<file path="config.mk">
export PLATFORM = sky130hd
export DESIGN_NAME = fp_greater_equal
export DESIGN_NICKNAME = d
export VERILOG_FILES = /design/src/rtl/fp_greater_equal.sv
export SDC_FILE = /design/constraint.sdc
export NUM_CORES = 1
export LEC_CHECK = 0
export ABC_AREA = 1
export CAP_MARGIN = 20
export CORE_UTILIZATION = 30
export CTS_CLUSTER_DIAMETER = 150
export DETAILED_ROUTE_END_ITERATION = 8
export PLACE_DENSITY_LB_ADDON = 0.12
export SLEW_MARGIN = 10
export SYNTH_ARGS = -nofsm -noshare
export SYNTH_HDL_FRONTEND = slang
export SYNTH_SLANG_ARGS = --single-unit
</file>
<file path="constraint.sdc">
create_clock -name aclk -period 3.3 [get_ports aclk]
set_input_delay 0.66 -clock aclk [delete_from_list [all_inputs] [get_ports aclk]]
set_output_delay 0.66 -clock aclk [all_outputs]
set_load 0.02 [all_outputs]
</file>
<file path="src/rtl/fp_greater_equal.sv">
// Two-stage pipelined IEEE-754 binary32 "value1 >= value2" comparator.
// Stage 1 classifies operands and compares magnitudes; stage 2 resolves the decision.
module fp_greater_equal (
  input  logic        aclk,
  input  logic        areset,
  input  logic [31:0] value1,
  input  logic [31:0] value2,
  output logic [31:0] result
);

  // Stage 1 state
  logic any_nan_d, any_nan_q;
  logic both_zero_d, both_zero_q;
  logic sign1_d, sign1_q;
  logic sign2_d, sign2_q;
  logic mag_ge_d, mag_ge_q;
  logic mag_le_d, mag_le_q;

  // Stage 2 state
  logic ge_d, ge_q;

  logic [7:0]  exp1, exp2;
  logic [22:0] man1, man2;
  logic        nan1, nan2;
  logic        zero1, zero2;

  always_comb begin
    exp1  = value1[30:23];
    exp2  = value2[30:23];
    man1  = value1[22:0];
    man2  = value2[22:0];
    nan1  = (&exp1) && (|man1);
    nan2  = (&exp2) && (|man2);
    zero1 = ~(|value1[30:0]);
    zero2 = ~(|value2[30:0]);

    any_nan_d   = nan1 | nan2;
    both_zero_d = zero1 & zero2;
    sign1_d     = value1[31];
    sign2_d     = value2[31];
    // Sign-magnitude encoding orders same-sign values by their low 31 bits,
    // including denormals and infinities.
    mag_ge_d    = value1[30:0] >= value2[30:0];
    mag_le_d    = value1[30:0] <= value2[30:0];
  end

  always_comb begin
    ge_d = 1'b0;
    if (any_nan_q) begin
      ge_d = 1'b0;
    end else if (both_zero_q) begin
      ge_d = 1'b1;
    end else if (sign1_q != sign2_q) begin
      ge_d = ~sign1_q;
    end else if (!sign1_q) begin
      ge_d = mag_ge_q;
    end else begin
      ge_d = mag_le_q;
    end
  end

  always_ff @(posedge aclk) begin
    if (areset) begin
      any_nan_q   <= 1'b0;
      both_zero_q <= 1'b0;
      sign1_q     <= 1'b0;
      sign2_q     <= 1'b0;
      mag_ge_q    <= 1'b0;
      mag_le_q    <= 1'b0;
      ge_q        <= 1'b0;
    end else begin
      any_nan_q   <= any_nan_d;
      both_zero_q <= both_zero_d;
      sign1_q     <= sign1_d;
      sign2_q     <= sign2_d;
      mag_ge_q    <= mag_ge_d;
      mag_le_q    <= mag_le_d;
      ge_q        <= ge_d;
    end
  end

  assign result = {31'b0, ge_q};

endmodule

</file>
# Word-level counts from Yosys, hierarchy flattened
# Cells that the tools add are included.
[classes]
n_lt_le_gt_ge = 2
n_eq_ne = 1
mux = 3
bitwise = 5
n_reduce_logical = 9
[op_table]
columns = ["cell", "n"]
rows = [
  ["31-bit OR reduction", 2],
  ["23-bit OR reduction", 2],
  ["31-bit >= comparator", 1],
  ["31-bit <= comparator", 1],
  ["8-bit AND reduction", 2],
  ["1-bit two-way mux", 3],
  ["1-bit inverter", 3],
  ["1-bit logical AND", 2],
  ["2-bit OR reduction", 1],
  ["1-bit AND", 1],
  ["1-bit != test", 1],
  ["1-bit OR", 1],
]
[word_totals]
register_bits = 7
input_bits = 66
output_inout_bits = 32
elab_cells = 27

# Logic depth before layout (Yosys ltp)
# Gate-level depths: netlist of run 1.
[logic_depth]
word_depth = 3
mapped_depth = 13
depth_no_buf = 13

# Least setup slack after synthesis of run 1
# OpenSTA, ideal clock, no wires.
[synth_timing]
kind = "input to register"
start = "input value2[14]"
end = "register mag_ge_q"
setup_ns = 0.056
arrival_ns = 1.659
t_required_ns = 3.244
slack_ns = 1.585
cell_stages = 12
path_buffers = 0
path_cell_list = "inv_1 ha_1 nand2_2 nor2_4 inv_2 nor2_2 inv_1 nor2_1 nand3_1 nand3_1 nand2_1 inv_1"
[synth_via]
elab_chain_len = 1
[synth_lines]
columns = ["item", "line_no", "text"]
rows = [
  ["from (decl)", "7", "input logic [31:0] value2,"],
  ["31-bit >= comparator", "43", "mag_ge_d = value1[30:0] >= value2[30:0];"],
  ["to (signal assigned)", "76", "mag_ge_q <= mag_ge_d;"],
  ["to (decl)", "16", "logic mag_ge_d, mag_ge_q;"],
]
# No other way between the ends.
# A chain may end at the register's enable or synchronous reset.

# Worst setup path after layout of run 1
[layout_timing]
start = "input value2[30]"
end = "register mag_le_q"
[layout_via]
elab_chain_len = 1
[layout_lines]
columns = ["item", "line_no", "text"]
rows = [
  ["31-bit <= comparator", "44", "mag_le_d = value1[30:0] <= value2[30:0];"],
  ["to (signal assigned)", "77", "mag_le_q <= mag_le_d;"],
  ["to (decl)", "17", "logic mag_le_d, mag_le_q;"],
]
# No other way between the ends.

==> impl_results.md, run 1 <==
* CP cell instances: clkdlybuf4s50_1 -> inv_1 -> ha_1 -> nand2_1 -> nor2_1 -> and2_1 -> and3_1 -> nand2_1 -> nand2_1 -> a21oi_1
* Post-route DRC violation count at 0
* Share of Yosys cell area claimed by the top area cell type at 0.249
* Post-cts resize count at 0
* Antenna Nets Post-Route at 0
* Skew final at 0.00142 ns
* Share of cells above drive strength 1 at 0.0466
* Main area contributors after synthesis: ha_1, buf_4, nand2_1
* EDFF count, synth at 0
* Vias in the first global route at roughly 1400
* P&R area growth vs syn at 42.4%
* Synth area leader: ha_1
* FF/Latch Area at 140 um2
* Count leader, synth: nand2_1
* Die Wd at 74.1 um
* Synth cell types at 23
* Layout fillers at 523
* Synthesis Warnings at 0
* Ports at 98
* Fin Setup TNS at 0 ns
* Post-synth top cells: nand2_1, inv_1, buf_4, nor2_1, ha_1
* Clock sinks at 7
* Hold Crit Class: flop to flop
* Buffers added on ports at 66
* Final global-route overflow total at 0
* Via count at approximately 1600
* Clk Latency, worst-skew pair at between 0.2 and 0.25 ns
* Count of pins over their slew limit at 0
* CP max stage delay at 0.48 ns
* Number of buffers created by CTS at 3
* First-pass GRT wire length at 5910 um
* CP dominant cell by count: nand2_1
* Clk slew on worst S/H paths at about 0.040 ns
* Antenna diode count at 0
* Synth Area per Inst at 6.14 um2
* Async set-reset flop share out of synthesis at 0
* Sw Share at 0.349
* Core area at slightly below 5000 um2
* Setup Fix Bufs, Post-CTS at 0
* Unrepaired setup endpoints after global routing: no
* Height of the die at about 74 um
* Tmin final at 2.13 ns
* Clk buf depth at 2
* Clock Power Share at 0.262
* Routed wire length at about 3600 um
* Via density at 4.03
* Final #Nets at 420
* Fmax at 469 MHz
* Int Pwr at approximately 0.00029 W
* Final core utilization at 0.458
* Iter 0 DRT Violations at 49
* NetSw at around 0.00016 W
* CTS tree: yes
* Initial antenna violation count at 0
* Leakage power at about 1.2 nW
* FP Rows at 25
* Yosys reg bits at 7
* Sequential-to-total area share from yosys stat at 0.0898
* Startpoint types: input port
* Slowest CP cell: clkdlybuf4s50_1
* Area of the multi-input gates at 1100 um2
* Run status: finished, final reports clean
* Drt pass-1 iters at 4
* Logic pwr share at 0.533
* Crit. End Element: flop
* Global placement routability congestion at 0.746
* Final setup viols at 0
* Max VDD drop at approximately 80 uV
* Maxcap violations at 0
* Largest net degree at the start of global routing at 7
* Kind of critical path: input port to flop
* Critical path peak fanout at 3
* Period utilization at 0.646
* Main synth FF type: dfxtp_1
* Total GRT Usage at 0.135
* Sequential power share at 0.205
* Root buffer cell: clkbuf_8
* Pwr/cell area at between 200 and 250 nW/um2
* # H-tree levels at 1
* CP Data Arrival Time at ~2.2 ns
* Synthesized instance count at 254
* Mapped cell area at 1560 um2
* Die area at 5490 um2
* Detailed Place HPWL at between 3000 and 4000 um
* Crit path required time at 3.40 ns
* WL/cell at 9.28 um
* Initial Util at 0.322
* CTS Hold Bufs at 0
* Final hold vios at 0
==> cell families (layout without fill, tap and decap cells) <==
logic type | count (synthesis) | after routing | synth area share
adders and majority gates | 31 | 31 | 0.249
DFF | 7 | 7 | 0.0898
other | 1 | 31 | 0.00240
buffers and inverters | 83 | 121 | 0.277
AOI/OAI and AO/OA | 15 | 15 | 0.0529
and+or+nand+nor | 117 | 117 | 0.330
==> critical path: cells and delay by family <==
kind / cells / cell delay (ns)
adder cells (fa/ha/maj): 1 / 0.29
buffers and inverters: 2 / 0.55
AO/OA/AOI/OAI: 1 / 0.06
AND/OR/NAND/NOR: 6 / 0.68
==> registers in the layout (all words and copies together), names as in the netlist <==
name / count
any_nan_q: 1
both_zero_q: 1
ge_q: 1
mag_ge_q: 1
mag_le_q: 1
sign1_q: 1
sign2_q: 1
==> power by group through the flow <==
stage	Combinational, W	Sequential (W)	Clock (W)
floorplan	0.000157	0.0000920	0
global placement	0.000238	0.0000927	0
detailed placement	0.000238	0.0000927	0
CTS	0.000240	0.0000913	0.000118
global route	0.000270	0.0000916	0.000126
finish	0.000238	0.0000913	0.000117
==> per-layer routing <==
layer  up-vias  track usage  routed length (um)
li1        873            -                   -
met2        64        0.220                1560
met5         -            0                   0
met3         3       0.0176                 258
met1       629        0.189                1780
met4         0       0.0256                  15
==> through the flow <==
step | instance area (um2) | setup WS (ns) | instances | power (W) | hold slack (ns)
after floorplan | 1670 | 1.59 | 284 | 0.000249 | 0.374
after global placement | 2180 | 0.955 | 385 | 0.000330 | 0.388
after detailed placement | 2180 | 0.948 | 385 | 0.000331 | 0.384
after CTS | 2220 | 1.17 | 389 | 0.000449 | 0.389
after global routing | 2220 | 1.04 | 389 | 0.000488 | 0.398
final | 2220 | 1.17 | 389 | 0.000446 | 0.391
==> worst paths after layout <==
| path | from | end | slack [ns] | cells after the start |
|---|---|---|---|---|
| worst max-delay path | value2[30] | mag_le_q | 1.17 | 10 |
| worst min-delay path | any_nan_q | ge_q | 0.39 | 1 |
| worst max register to register | mag_ge_q | ge_q | 2.50 | 4 |
| worst min register to register | any_nan_q | ge_q | 0.39 | 1 |
==> cell type report <==
cell class | instances | area share
Sequential cell | 7 | 0.0631
Timing Repair Buffer | 66 | 0.297
Clock buffer | 4 | 0.0203
Tap cell | 67 | 0.0377
Multi-Input combinational cell | 194 | 0.495
Inverter | 51 | 0.0861
==> placed cells by master, fill, tap and decap left out, drive strengths merged, types with 2 or more instances in the layout <==
master	netlist	layout
nor2	34	34
nand2	55	55
nor4	2	2
dfxtp	7	7
conb	1	31
a21oi	12	12
ha	31	31
nand3	7	7
inv	50	50
nand4	11	11
nor3	5	5
a21o	2	2
clkdlybuf4s50	0	66
clkbuf	0	4
No activity file was read; power rests on OpenSTA's default activity.
==> run 2, diff against run 1 <==
==> constraint.sdc (replaced) <==
create_clock -name aclk -period 2.2 [get_ports aclk]
set_input_delay 0.44 -clock aclk [delete_from_list [all_inputs] [get_ports aclk]]
set_output_delay 0.44 -clock aclk [all_outputs]
set_load 0.02 [all_outputs]
==> run 2 against run 1 <==
Net effect: clock skew is essentially flat; global-route usage grew 0.068 points; design area grew 0.34%; critical path type unchanged.
==> impl_results.md, run 2 (synthesis gave the netlist of run 1 again) <==
* Largest net degree at the start of global routing at 6
* Skew final at roughly 0.0013 ns
* Post-route DRC violation count at 0
* Tmin final at 1.87 ns
* Commonest non-fill, non-tap cell in the layout: clkdlybuf4s50_1
* Antenna diode count at 0
* Routed wire length at 3600 um
* Unrepaired setup endpoints after global routing: no
* Iter 0 DRT Violations at 40
* Drt pass-1 iters at 5
* Total power draw at 0.000676 W
* Via density at a little over 4
* Clk Latency, worst-skew pair at between 0.2 and 0.25 ns
* Final global-route overflow total at 0
* Total GRT Usage at 0.135
* Initial antenna violation count at 0
* Critical path peak fanout at 3
* CTS Hold Bufs at 0
* Final #Nets at 421
* Ports at 98
* Share of cells above drive strength 1 at 0.0495
* Startpoint types: input port
* Setup Fix Bufs, Post-CTS at 0
* WL/cell at a little over 9 um
* Leakage power at 1.18 nW
* Buffers added on ports at 66
* Pwr/cell area at 303 nW/um2
* Initial Util at 0.322
* Clock sinks at 7
* Layout fillers at 527
* Antenna Nets Post-Route at 0
* Period utilization at 0.852
* Maxcap violations at 0
* First-pass GRT wire length at 5790 um
* Crit path required time at approximately 2.3 ns
* Detailed Place HPWL at 3260 um
* Clk buf depth at 2
* Die Wd at 74.1 um
* Via count at 1594
* Vias in the first global route at roughly 1400
* Fin worst setup slack at 0.325 ns
* Post-placement setup slack at 0.0866 ns
* CTS tree: yes
* Max VDD drop at between 150 and 200 uV
* Number of buffers created by CTS at 3
* Most frequent cells in the layout: clkdlybuf4s50_1, nand2_1, inv_1
* Height of the die at roughly 74 um
* Clk slew on worst S/H paths at 0.04 ns
* Hold Slack at 0.390 ns
* Crit. End Element: flop
* Count of pins over their slew limit at 0
* # H-tree levels at 1
* Hold Crit Class: flop to flop
* FF/Latch Area at 140 um2
* P&R area growth vs syn at 42.9%
* Final setup viols at 0
* FP Rows at 25
* Fmax at approximately 530 MHz
* Area of the multi-input gates at approximately 1100 um2
* Global placement routability congestion at 0.745
* Root buffer cell: clkbuf_8
* Kind of critical path: input port to flop
* Die area at 5490 um2
* Post-cts resize count at 0
* Run status: finished, final reports clean
* Fin Setup TNS at 0 ns
* Core area at 4850 um2
* Final hold vios at 0
* CP Data Arrival Time at 1.99 ns
run 2: cell count changes in the layout (fill, tap and decap cells not counted), sizes merged:
cell  change
buf       +1
run 2: cell type report:
cell class,count,area share
multi-input combinational,194,0.494
timing repair buffer,67,0.300
inverter,51,0.0859
sequential,7,0.0629
tap,67,0.0376
clock buffer,4,0.0202
run 2: per-stage QoR:
stage,cell area [um2],cells,utilization
after floorplan,1670,284,-
after global placement,2180,386,0.451
after detailed placement,2180,386,0.451
after CTS,2230,390,0.460
after global routing,2230,390,0.460
final,2230,390,0.460
run 2: final timing paths:
check        startpoint  depth (start not counted)        to  slack (ns)
max          value2[30]                         10  mag_le_q        0.33
min reg2reg   any_nan_q                          1      ge_q        0.39
max reg2reg    mag_ge_q                          4      ge_q        1.41
min           any_nan_q                          1      ge_q        0.39
run 2: power breakdown:
| group | internal, W | total (W) | switching (W) | leakage, nW |
|---|---|---|---|---|
| Combinational | 0.000177 | 0.000358 | 0.000182 | 1.10 |
| Sequential | 0.000134 | 0.000137 | 0.00000206 | 0.0577 |
| Clock | 0.000125 | 0.000182 | 0.0000561 | 0.0228 |
| Total | 0.000437 | 0.000676 | 0.000240 | 1.18 |
run 2: critical path, cell delays in order:
cell	delay, ns
clkdlybuf4s50_1	0.48
inv_1	0.07
ha_1	0.29
nand2_1	0.06
nor2_1	0.13
and2_1	0.19
and3_1	0.16
nand2_1	0.07
nand2_1	0.06
a21oi_1	0.05
run 2: layer usage:
| metal | global-route usage | vias to the layer above | part of all wire |
|---|---|---|---|
| met2 | 0.217 | 68 | 0.43 |
| met1 | 0.180 | 653 | 0.50 |
| met4 | 0.0449 | 0 | 0 |
| li1 | - | 873 | - |
| met3 | 0.0271 | 0 | 0.078 |
| met5 | 0 | - | 0 |
==> run 3, diff against run 2 <==
--- a/config.mk
+++ b/config.mk
@@ -11,6 +11,7 @@
 export CTS_CLUSTER_DIAMETER = 150
 export DETAILED_ROUTE_END_ITERATION = 8
 export PLACE_DENSITY_LB_ADDON = 0.12
+export REMOVE_ABC_BUFFERS = 1
 export SLEW_MARGIN = 10
 export SYNTH_ARGS = -nofsm -noshare
 export SYNTH_HDL_FRONTEND = slang
==> run 3 against run 2 <==
Net effect: first-iteration DRC count down 28%; global-route usage down 0.57 points; critical endpoint unchanged; hold slack better by 0.011 ns; largest cell class unchanged; fmax down 2.3%.
==> impl_results.md, run 3 (synthesis gave the netlist of run 1 again) <==
* M1 GR Usage at 0.171
* Clock sinks at 7
* Kind of critical path: input port to flop
* Final non-filler cell total at between 300 and 400
* Largest net degree at the start of global routing at 6
* Commonest non-fill, non-tap cell in the layout: clkdlybuf4s50_1
* CP dominant cell by count: nand2_1
* GR peak layer: met2
* R2r setup slk at 1.40 ns
* Layout fillers at around 520
* Critical path peak fanout at 3
* FP Rows at 25
* CTS Hold Bufs at 0
* Initial antenna violation count at 0
* Iter 0 DRT Violations at 29
* Pwr/cell area at 301 nW/um2
* Height of the die at between 70 and 80 um
* Clk slew on worst S/H paths at about 0.040 ns
* CP cell instances: clkdlybuf4s50_1 -> inv_1 -> ha_1 -> nand2_1 -> nor2_1 -> and2_1 -> and3_1 -> nand2_1 -> nand2_1 -> a21oi_1
* Max VDD drop at 117 uV
* Detailed Place HPWL at 3280 um
* Hold Crit Class: flop to flop
* Ports at 98
* M3 GR Usage at 0.0203
* Leakage power at 1.18 nW
* Period utilization at 0.872
* Met2 GRT Util at 0.232
* Final #Nets at between 400 and 500
* Via density at 4.13
* WL/cell at 9.05 um
* Root buffer cell: clkbuf_8
* Core area at 4850 um2
* Slowest CP cell: clkdlybuf4s50_1
* Crit. End Element: flop
* CP Data Arrival Time at ~2.0 ns
* Startpoint types: input port
* Share of cells above drive strength 1 at 0.0526
* Fin Setup TNS at 0 ns
* # H-tree levels at 1
* Die area at 5490 um2
* Vias in the first global route at 1425
* Unrepaired setup endpoints after global routing: no
* # placed instances at 386
* Count of pins over their slew limit at 0
* Antenna diode count at 0
* Initial Util at 0.322
* Die Wd at 74.1 um
* Via count at 1610
* Final hold vios at 0
* Drt pass-1 iters at 4
* Clk Latency, worst-skew pair at 0.22 ns
* Post-route DRC violation count at 0
* Setup Fix Bufs, Post-CTS at 0
* CP max stage delay at 0.48 ns
* P&R area growth vs syn at 43.0%
* Post-cts resize count at 0
* Global placement routability congestion at 0.762
* Maxcap violations at 0
* Final global-route overflow total at 0
* Buffers added on ports at 66
* Fmax at 521 MHz
* Final core utilization at 0.460
* First-pass GRT wire length at 5720 um
* Antenna Nets Post-Route at 0
* Most frequent cells in the layout: clkdlybuf4s50_1, nand2_1, inv_1
* Number of buffers created by CTS at 3
* Total GRT Usage at 0.130
* CTS tree: yes
* Final setup viols at 0
* Routed wire length at 3530 um
* Clk buf depth at 2
* Crit path required time at 2.31 ns
* Skew final at 0.00171 ns
* Run status: finished, final reports clean
* Tmin final at ~1.9 ns
-- run 3: changes by cell type in the layout (fill, tap and decap cells not counted) --
cell      before  now
clkbuf_1       1    0
clkinv_2       0    1
-- run 3: worst paths after layout --
kind / depth (start not counted) / startpoint / endpoint
setup / recovery: 10 / value2[30] / mag_le_q
hold / removal: 1 / any_nan_q / ge_q
setup reg to reg: 4 / mag_ge_q / ge_q
hold reg to reg: 1 / any_nan_q / ge_q
-- run 3: final cells by class --
cell class	count	area, um2	area share
inverter	51	191	0.0858
timing repair buffer	67	668	0.299
sequential	7	140	0.0628
clock inverter	1	5.00	0.00224
tap	67	83.8	0.0376
clock buffer	3	41.3	0.0185
multi-input combinational	194	1100	0.494
-- run 3: worst max-delay path: cells and delay by family --
kind,cells,cell delay (ns)
fa+ha+maj,1,0.29
compound gates,1,0.06
simple gates,6,0.72
buf+inv,2,0.54
-- run 3: stage by stage --
stage          total power (W)  worst slack [ns]  area, um2  hold slack [ns]
2_1_floorplan         0.000329             0.705       1430            0.374
3_3_place_gp          0.000497            0.0720       2180            0.394
3_5_place_dp          0.000498            0.0539       2180            0.391
4_1_cts               0.000681             0.294       2230            0.402
5_1_grt               0.000734             0.120       2230            0.419
6_report              0.000671             0.282       2230            0.401
-- run 3: metal layers --
metal	up-vias	share of wire	wire length [um]
met5	-	0	0
met4	0	0	0
met3	0	0.082	291
met2	70	0.45	1580
met1	659	0.47	1660
li1	881	-	-
-- run 3: where the power goes --
group / leakage, nW / internal, W / switching (W) / total, W
registers: 0.0577 / 0.000135 / 0.00000217 / 0.000137
clock network: 0.0255 / 0.000122 / 0.0000536 / 0.000176
logic: 1.10 / 0.000177 / 0.000181 / 0.000359
total: 1.18 / 0.000434 / 0.000237 / 0.000671
